**config.mk**
```make
export PLATFORM = sky130hd
export DESIGN_NAME = lcd_spi_stream
export DESIGN_NICKNAME = d
export VERILOG_FILES = /design/src/rtl/lcd_spi_stream.sv
export SDC_FILE = /design/constraint.sdc
export NUM_CORES = 1
export LEC_CHECK = 0
export CAP_MARGIN = 20
export CORE_MARGIN = 2
export CORE_UTILIZATION = 55
export CTS_BUF_LIST = sky130_fd_sc_hd__clkbuf_2 sky130_fd_sc_hd__clkbuf_4 sky130_fd_sc_hd__clkbuf_8
export DETAILED_ROUTE_END_ITERATION = 10
export GPL_TIMING_DRIVEN = 0
export PLACE_DENSITY = 0.72
export SYNTH_ARGS = -nofsm -noshare
export SYNTH_HDL_FRONTEND = slang
export SYNTH_SLANG_ARGS = --single-unit
```
**constraint.sdc**
```tcl
create_clock -name CLK -period 6.7 [get_ports CLK]
set_input_delay 1.675 -clock CLK [delete_from_list [all_inputs] [get_ports CLK]]
set_output_delay 1.675 -clock CLK [all_outputs]
set_load 0.05 [all_outputs]
```
**src/rtl/lcd_spi_stream.sv**
```systemverilog
// lcd_spi_stream: FIFO-buffered MSB-first SPI word serialiser for ST7789-class panels
// Ports: CLK, RESET (async, active high); ENABLE gates transmission and backlight;
//   HW_RESET_REQ reruns the panel reset sequence; S_DATA/S_LEN/S_DC/S_VALID/S_READY push
//   {DC, LEN, DATA} words; FIFO_LEVEL, INIT_DONE, BUSY report status;
//   LCD_BLK/LCD_RST/LCD_DC/LCD_SDA/LCD_SCK drive the panel (SCK idles high, mode 3).
// Define LCD_SPI_STATS_EN to add the WORD_COUNT and STARVE_COUNT outputs.
module lcd_spi_stream #(
  parameter int DATA_W          = 24,
  parameter int FIFO_DEPTH      = 16,
  parameter int SCK_DIV         = 2,
  parameter int RST_LOW_CYCLES  = 1_000,
  parameter int RST_WAIT_CYCLES = 12_000_000
) (
  input  logic                          CLK,
  input  logic                          RESET,
  input  logic                          ENABLE,
  input  logic                          HW_RESET_REQ,
  input  logic [DATA_W-1:0]             S_DATA,
  input  logic [1:0]                    S_LEN,
  input  logic                          S_DC,
  input  logic                          S_VALID,
  output logic                          S_READY,
  output logic [$clog2(FIFO_DEPTH):0]   FIFO_LEVEL,
  output logic                          INIT_DONE,
  output logic                          BUSY,
  output logic                          LCD_BLK,
  output logic                          LCD_RST,
  output logic                          LCD_DC,
  output logic                          LCD_SDA,
  output logic                          LCD_SCK
`ifdef LCD_SPI_STATS_EN
  ,
  output logic [31:0]                   WORD_COUNT,
  output logic [31:0]                   STARVE_COUNT
`endif
);
  localparam int AW = $clog2(FIFO_DEPTH);
  localparam int EW = DATA_W + 3;
  typedef enum logic [2:0] {RST_LOW, RST_WAIT, IDLE, LOAD, SHIFT} state_t;
  state_t state, nxt;
  logic [EW-1:0] mem [FIFO_DEPTH];
  logic [EW-1:0] head;
  logic [AW:0] wr_ptr, rd_ptr;
  logic [31:0] cnt;
  logic [23:0] aligned;
  logic [22:0] sr;
  logic [4:0] bits, head_bits;
  logic [1:0] head_len;
  logic half, pend, live, blk, sck, sda, dc;
  logic empty, full, push, pop, last, word_end;
  assign FIFO_LEVEL = wr_ptr - rd_ptr;
  assign empty      = FIFO_LEVEL == '0;
  assign full       = FIFO_LEVEL == (AW+1)'(FIFO_DEPTH);
  assign S_READY    = live & ~full;
  assign push       = S_VALID & S_READY;
  assign pop        = state == LOAD;
  assign head       = mem[rd_ptr[AW-1:0]];
  assign head_len   = head[DATA_W+1:DATA_W];
  // words are right-aligned in the FIFO; the shifter wants them MSB-first at bit 23
  assign aligned    = head_len == 2'd0 ? {head[7:0], 16'h0} :
                      head_len == 2'd1 ? {head[15:0], 8'h0} : head[23:0];
  assign head_bits  = head_len == 2'd0 ? 5'd8 : head_len == 2'd1 ? 5'd16 : 5'd24;
  assign last       = cnt == 32'(SCK_DIV - 1);
  assign word_end   = state == SHIFT && half && last && bits == 5'd1;
  assign INIT_DONE  = state inside {IDLE, LOAD, SHIFT};
  assign BUSY       = ~empty | (state inside {LOAD, SHIFT});
  assign LCD_RST    = state != RST_LOW;
  assign LCD_BLK    = blk;
  assign LCD_SCK    = sck;
  assign LCD_SDA    = sda;
  assign LCD_DC     = dc;

  always_ff @(posedge CLK)
    if (push) mem[wr_ptr[AW-1:0]] <= {S_DC, S_LEN, S_DATA};

  always_ff @(posedge CLK or posedge RESET)
    if (RESET) begin
      wr_ptr <= '0;
      rd_ptr <= '0;
    end else begin
      if (push) wr_ptr <= wr_ptr + 1'b1;
      if (pop) rd_ptr <= rd_ptr + 1'b1;
    end

  always_ff @(posedge CLK or posedge RESET)
    if (RESET) state <= RST_LOW;
    else state <= nxt;

  always_comb begin
    nxt = state;
    case (state)
      RST_LOW:  if (cnt == 32'(RST_LOW_CYCLES - 1)) nxt = RST_WAIT;
      RST_WAIT: if (cnt == 32'(RST_WAIT_CYCLES - 1)) nxt = IDLE;
      IDLE:     nxt = pend ? RST_LOW : (!empty && ENABLE) ? LOAD : IDLE;
      LOAD:     nxt = SHIFT;
      SHIFT:    if (word_end) nxt = (!empty && ENABLE && !pend) ? LOAD : IDLE;
      default:  nxt = RST_LOW;
    endcase
  end

  // cnt times both the reset phases and each SCK half-period; it restarts on every state change
  always_ff @(posedge CLK or posedge RESET)
    if (RESET) begin
      cnt  <= '0;
      sr   <= '0;
      bits <= '0;
      half <= 1'b0;
      pend <= 1'b0;
      live <= 1'b0;
      blk  <= 1'b0;
      sck  <= 1'b1;
      sda  <= 1'b0;
      dc   <= 1'b0;
    end else begin
      live <= 1'b1;
      blk  <= INIT_DONE & ENABLE;
      pend <= HW_RESET_REQ | (pend & (state != IDLE));
      cnt  <= (nxt != state || (state == SHIFT && last)) ? '0 : cnt + 1'b1;
      if (state == LOAD) begin
        dc   <= head[EW-1];
        sr   <= aligned[22:0];
        bits <= head_bits;
        sck  <= 1'b0;
        sda  <= aligned[23];
        half <= 1'b0;
      end else if (state == SHIFT && last) begin
        if (!half) begin
          sck  <= 1'b1;
          half <= 1'b1;
        end else if (bits != 5'd1) begin
          sck  <= 1'b0;
          sda  <= sr[22];
          sr   <= {sr[21:0], 1'b0};
          bits <= bits - 1'b1;
          half <= 1'b0;
        end
      end
    end

`ifdef LCD_SPI_STATS_EN
  always_ff @(posedge CLK or posedge RESET)
    if (RESET) begin
      WORD_COUNT   <= '0;
      STARVE_COUNT <= '0;
    end else begin
      WORD_COUNT   <= WORD_COUNT + 32'(word_end);
      STARVE_COUNT <= STARVE_COUNT + 32'(state == IDLE && ENABLE && empty);
    end
`endif
endmodule

```
### Word-level counts from Yosys, hierarchy flattened

Memory sizes are Yosys's and may differ from the RTL's.
Index checks and enable logic that the tools add are counted.

| storage, ports and cells | value |
|---|---|
| output and inout port bits | 13 |
| memories | 1 |
| word-level logic and storage cells | 95 |
| RAM bits | 432 |
| flip-flop bits (word level) | 80 |
| input port bits | 32 |

Memories:

| memory | depth | width | rd ports | clocked after Yosys merged registers in | wr ports | line | text |
|---|---|---|---|---|---|---|---|
| mem | 16 | 27 | 1 | 0 | 1 | 41 | `logic [EW-1:0] mem [FIFO_DEPTH];` |

| cells by class | value |
|---|---|
| $add $sub $neg | 5 |
| bitwise gates (word level) | 8 |
| equality and inequality tests | 14 |
| multiplexer cells | 34 |
| reduce and logical (&&, ||, !) cells | 20 |

Operator list:

| cell | count |
|---|---|
| $mux W23 | 4 |
| $mux W24 | 2 |
| $add A32 B1 Y32 const B | 1 |
| $eq A32 B1 Y1 const B | 1 |
| $eq A32 B10 Y1 const B | 1 |
| $eq A32 B24 Y1 const B | 1 |
| $mux W32 | 1 |
| $mux W5 | 5 |
| $mux W1 | 16 |
| $pmux W3 S5 | 1 |
| $add A5 B1 Y5 const B | 2 |
| $mux W3 | 3 |
| $reduce_bool A2 Y1 | 4 |
| $eq A3 B2 Y1 const B | 2 |
| $logic_and A1 B1 Y1 | 6 |
| $reduce_bool A3 Y1 | 2 |
| $eq A5 B1 Y1 const B | 1 |
| $eq A5 B5 Y1 const B | 1 |
| $logic_not A5 Y1 | 1 |
| $ne A5 B1 Y1 const B | 1 |
| $sub A5 B1 Y5 const B | 1 |
| $sub A5 B5 Y5 | 1 |
| $and A1 B1 Y1 | 4 |
| $mux W4 | 1 |
| other kinds (15) | 18 |

### Depth between registers and ports, before layout

| logic depth | value |
|---|---|
| depth in word-level cells | 11 |
| mapped depth | 13 |

### Least setup slack after synthesis

OpenSTA, ideal clock, no wires.

| timing path | value |
|---|---|
| path type | reg-to-reg |
| start | reg rd_ptr[1] |
| end | mem mem[3][0] (netlist bit), enable pin |
| cell stages (with the launch flop) | 14 |
| period minus slack after synthesis | 5.603 ns |
| path slack | 1.097 ns |
| data arrival time | 5.158 ns |
| path buffers | 4 |
| data required time | 6.255 ns |
| library setup time | 0.445 ns |
| cell sequence | dfrtp_1 > buf_2 > buf_2 > clkbuf_1 > inv_1 > ha_1 > nor2b_1 > o21ai_0 > a21boi_0 > nor2_1 > o311a_1 > clkbuf_1 > nand2_1 > nor3_1 |

| on the way | value |
|---|---|
| longest elaborated chain between the ends | 7 |

RTL lines:

| what | line | text |
|---|---|---|
| start, declared | 43 | `logic [AW:0] wr_ptr, rd_ptr;` |
| start signal, assigned | 82 | `if (pop) rd_ptr <= rd_ptr + 1'b1;` |
| $sub A5 B5 Y5 | 51 | `assign FIFO_LEVEL = wr_ptr - rd_ptr;` |
| via FIFO_LEVEL[3] | 23 | `output logic [$clog2(FIFO_DEPTH):0] FIFO_LEVEL,` |
| $eq A5 B5 Y1 | 53 | `assign full = FIFO_LEVEL == (AW+1)'(FIFO_DEPTH);` |
| $not A1 Y1 | 54 | `assign S_READY = live & ~full;` |
| $and A1 B1 Y1 | 54 |  |
| $and A1 B1 Y1 | 55 | `assign push = S_VALID & S_READY;` |
| $mux W1 | 74 | `if (push) mem[wr_ptr[AW-1:0]] <= {S_DC, S_LEN, S_DATA};` |
| $mux W1 (not written as such) | 74 |  |
| end, declared | 41 |  |

The timed path passes the listed nets, and every way through them passes these cells.

### Final worst setup path

| timing path | value |
|---|---|
| start | reg rd_ptr[1] |
| end | out BUSY |

| on the way | value |
|---|---|
| longest elaborated chain between the ends | 4 |

RTL lines:

| what | line | text |
|---|---|---|
| $sub A5 B5 Y5 | 51 |  |
| $logic_not A5 Y1 | 52 | `assign empty = FIFO_LEVEL == '0;` |
| $not A1 Y1 | 66 | `assign BUSY = ~empty \| (state inside {LOAD, SHIFT});` |
| $or A1 B1 Y1 | 66 |  |
| end, declared | 25 | `output logic BUSY,` |

No other way between the ends.

==> impl_metrics.json <==
{
  "outcome": "complete, no violations",
  "grt_pass1_wl_um": 70100,
  "initial_utilization": 0.554,
  "numCtsBuffers": 83,
  "crit_end": "BUSY",
  "diodes": 0,
  "critPathCaptureType": "output pin",
  "ioPinCount": 45,
  "r2r-start": "rd_ptr[1]$_DFFE_PP0P_",
  "timing.rr.end": "mem[3][0]$_DFFE_PP_",
  "setup_tns_ns": 0,
  "track_usage": 0.250,
  "slowest_delay_ns": 0.70,
  "reg2reg_slack_ns": 1.92,
  "worst_hold_slack_ns": 0.486,
  "setup_violations": 0,
  "cts_root_buf": "clkbuf_8",
  "wl_per_cell_um": 26.2,
  "vias_per_cell": 6.16,
  "drc": 0,
  "rsz0062_at_grt": "no",
  "timing.final.crit_share": 0.922,
  "reg2regPathDepth": 13,
  "path_cells": "buf_2, buf_2, inv_1, fa_1, a21o_1, a21oi_1, xnor2_1, o211ai_1, or3_1, clkdlybuf4s50_1",
  "yosysTopAreaCell": "edfxtp_1",
  "die_h_um": 198,
  "ys_types": 58,
  "synth.top_cell.area_share": 0.627,
  "post-dp-hpwl_um": 29600,
  "clock_sinks": 512,
  "finClkSkew_ns": 0.0399,
  "synth_area_sq_um": 20700,
  "rows": 71,
  "drtIter0Drc": 1014,
  "ir_worst_vdd_uv": 157,
  "portBuffers": 44,
  "p_leak_uw": 0.00801,
  "ant_nets": 0,
  "worstPathRequired_ns": 5.03,
  "synth_nets": 1160,
  "worstPathArrival_ns": 4.50,
  "tightest_slew_ns": 1.02,
  "area_growth_pct": 14.8,
  "crit_top_cell": "buf_2",
  "cp-startpoint": "rd_ptr[1]$_DFFE_PP0P_",
  "powerDensity_nw_per_um2": 287,
  "drive_gt1_frac": 0.242,
  "post_cts_resized": 0,
  "synthTopCellsByArea": "edfxtp_1 (63%), mux4_2 (13%), dfrtp_1 (9.6%)",
  "ys_seq_area_frac": 0.724,
  "nets": 1310,
  "cp_slowest_cell": "clkdlybuf4s50_1",
  "cts_setup_buffers": 0,
  "core-area_sq_um": 37300,
  "fmax_ghz": 0.162,
  "cts_tree": "yes",
  "wl_um": 47000,
  "num_vias": 11100,
  "synth_edf_count": 432,
  "path_class": "flop to output pin",
  "die-area_sq_um": 39200,
  "critPathMaxFanout": 19,
  "hold_viol_final": 0,
  "slew_headroom": 0.320,
  "clk_path_buf_depth": 3,
  "grt_max_degree": 51,
  "nFillCells": 2558,
  "post_synth.cell_area_avg_sq_um": 18.6,
  "htree_levels": 3,
  "grt_pass1_vias": 11100,
  "grt_overflow": 0,
  "postSynth.asyncResetShare": 0.156,
  "period_needed_ns": 6.18,
  "yosysWarnings": 0,
  "cts.reportedPaths.clkPinSlew_ns": 0.06,
  "hp-class": "flop to flop",
  "ys.flop_type": "edfxtp_1",
  "crit_path_start_kind": "flop",
  "synthCells": 1114,
  "cts_hold_buf": 0,
  "finalWeightedCongestion": 0.830,
  "drv_slew": 0,
  "die-width_um": 198,
  "dr.pass1.iters": 5,
  "grt_antenna_before_repair": 0,
  "clk-insertion-delay-late_ns": 0.64,
  "drv_cap": 0,
  "ys_ff_latch": 512
}
-- cell type report --
type	instances	area, sq um	share of cell area
buffer	54	303	0.0127
clock buffer	111	1380	0.0583
inverter	16	62.6	0.00263
clock inverter	32	183	0.00769
sequential	512	15000	0.630
timing repair buffer	66	886	0.0373
tap	474	593	0.0250
multi-input combinational	531	5370	0.226
-- metal layers --
layer | track usage | part of all wire | routed length [um]
met5 | 0 | 0 | 0
met4 | 0.0794 | 0.024 | 1110
met1 | 0.350 | 0.41 | 19200
met3 | 0.0465 | 0.071 | 3330
met2 | 0.405 | 0.50 | 23300
-- cell usage after synthesis, drive strengths merged (2+ instances only) --
cell,number
and2,6
or2,2
o221ai,3
nand4,9
a22oi,20
xnor2,18
nor4b,2
a21o,2
or3,3
nand4b,2
o21ai,17
a211oi,11
and4,2
a221oi,4
nor3,16
nor2,58
xor2,26
o211ai,2
mux2,2
a22o,4
dfrtp,79
mux4,117
inv,16
nand2,54
nor3b,2
clkbuf,22
and3,25
nor2b,9
nor4,7
mux2i,36
a21oi,21
ha,13
buf,33
edfxtp,432
nand3,23
or4,3
-- worst min-delay path by stage --
stage                               start               endpoint  slack, ns  cells past startpoint
finish              wr_ptr[4]$_DFFE_PP0P_  wr_ptr[4]$_DFFE_PP0P_       0.49                      1
global route           LCD_DC$_DFFE_PP0P_     LCD_DC$_DFFE_PP0P_       0.51                      2
CTS                    LCD_DC$_DFFE_PP0P_     LCD_DC$_DFFE_PP0P_       0.49                      2
detailed placement     LCD_DC$_DFFE_PP0P_     LCD_DC$_DFFE_PP0P_       0.48                      2
global placement    wr_ptr[4]$_DFFE_PP0P_  wr_ptr[4]$_DFFE_PP0P_       0.48                      1
floorplan           wr_ptr[4]$_DFFE_PP0P_  wr_ptr[4]$_DFFE_PP0P_       0.46                      1
-- logic make-up after synthesis --
family,count (synthesis),share of synthesized area
buffers and inverters,71,0.0177
AOI/OAI and AO/OA,91,0.0293
and+or+nand+nor,226,0.0555
muxes,155,0.146
xor gates and xnor gates,44,0.0186
adders and majority gates,14,0.00883
DFF,512,0.724
other,1,0.000181
-- registers in the layout (all words and copies together) (netlist names) --
name / flops
pend: 1
LCD_SCK: 1
wr_ptr: 5
bits: 5
LCD_DC: 1
cnt: 32
mem: 432
LCD_SDA: 1
sr: 23
live: 1
state: 3
rd_ptr: 5
LCD_BLK: 1
half: 1
-- placed cells by master (no fill, tap or decap), types with 4 or more instances in the layout --
| master | n |
|---|---|
| and2_1 | 6 |
| a22oi_1 | 20 |
| nor3_1 | 15 |
| xnor2_1 | 18 |
| edfxtp_1 | 432 |
| nor2b_1 | 9 |
| dfrtp_1 | 79 |
| mux4_2 | 117 |
| nand3_1 | 22 |
| buf_12 | 9 |
| nor2_1 | 58 |
| a22o_1 | 4 |
| buf_16 | 8 |
| buf_6 | 11 |
| a21oi_1 | 21 |
| clkbuf_4 | 23 |
| clkinv_2 | 8 |
| o21ai_0 | 17 |
| ha_1 | 13 |
| nand2_1 | 52 |
| nand4_1 | 9 |
| a221oi_1 | 4 |
| and3_2 | 15 |
| and3_1 | 10 |
| buf_2 | 20 |
| clkinv_1 | 18 |
| clkbuf_1 | 21 |
| xor2_1 | 26 |
| nor4_1 | 6 |
| inv_1 | 15 |
| clkdlybuf4s50_1 | 44 |
| a211oi_1 | 11 |
| buf_1 | 4 |
| mux2i_1 | 36 |
| clkbuf_8 | 88 |
-- worst max-delay path, delay by kind of cell (launching register included) --
family	cells	cell delay (ns)
adder cells (fa/ha/maj)	1	0.50
buffers and inverters	4	1.87
XOR/XNOR	1	0.23
flip-flops	1	0.38
AND/OR/NAND/NOR	1	0.34
AO/OA/AOI/OAI	3	0.52
-- power by group --
| group | total, uW | leakage, uW | internal [uW] | switching, uW |
|---|---|---|---|---|
| Combinational | 580 | 0.00222 | 198 | 382 |
| Sequential | 3670 | 0.00497 | 3610 | 53.2 |
| Clock | 2570 | 0.000825 | 1380 | 1190 |
-- through the flow --
stage	setup WS, ns	std cells	cell area (sq um)	utilization	power [uW]
global placement	-1.86	1632	21700	0.582	4240
floorplan	1.10	1114	20700	-	4030
finish	0.521	1796	23800	0.637	6820
CTS	0.394	1795	23700	0.636	6860
global route	0.292	1796	23800	0.637	7040
detailed placement	0.712	1653	22200	0.594	4310
Note: power is estimated with default switching activity, not from simulation.
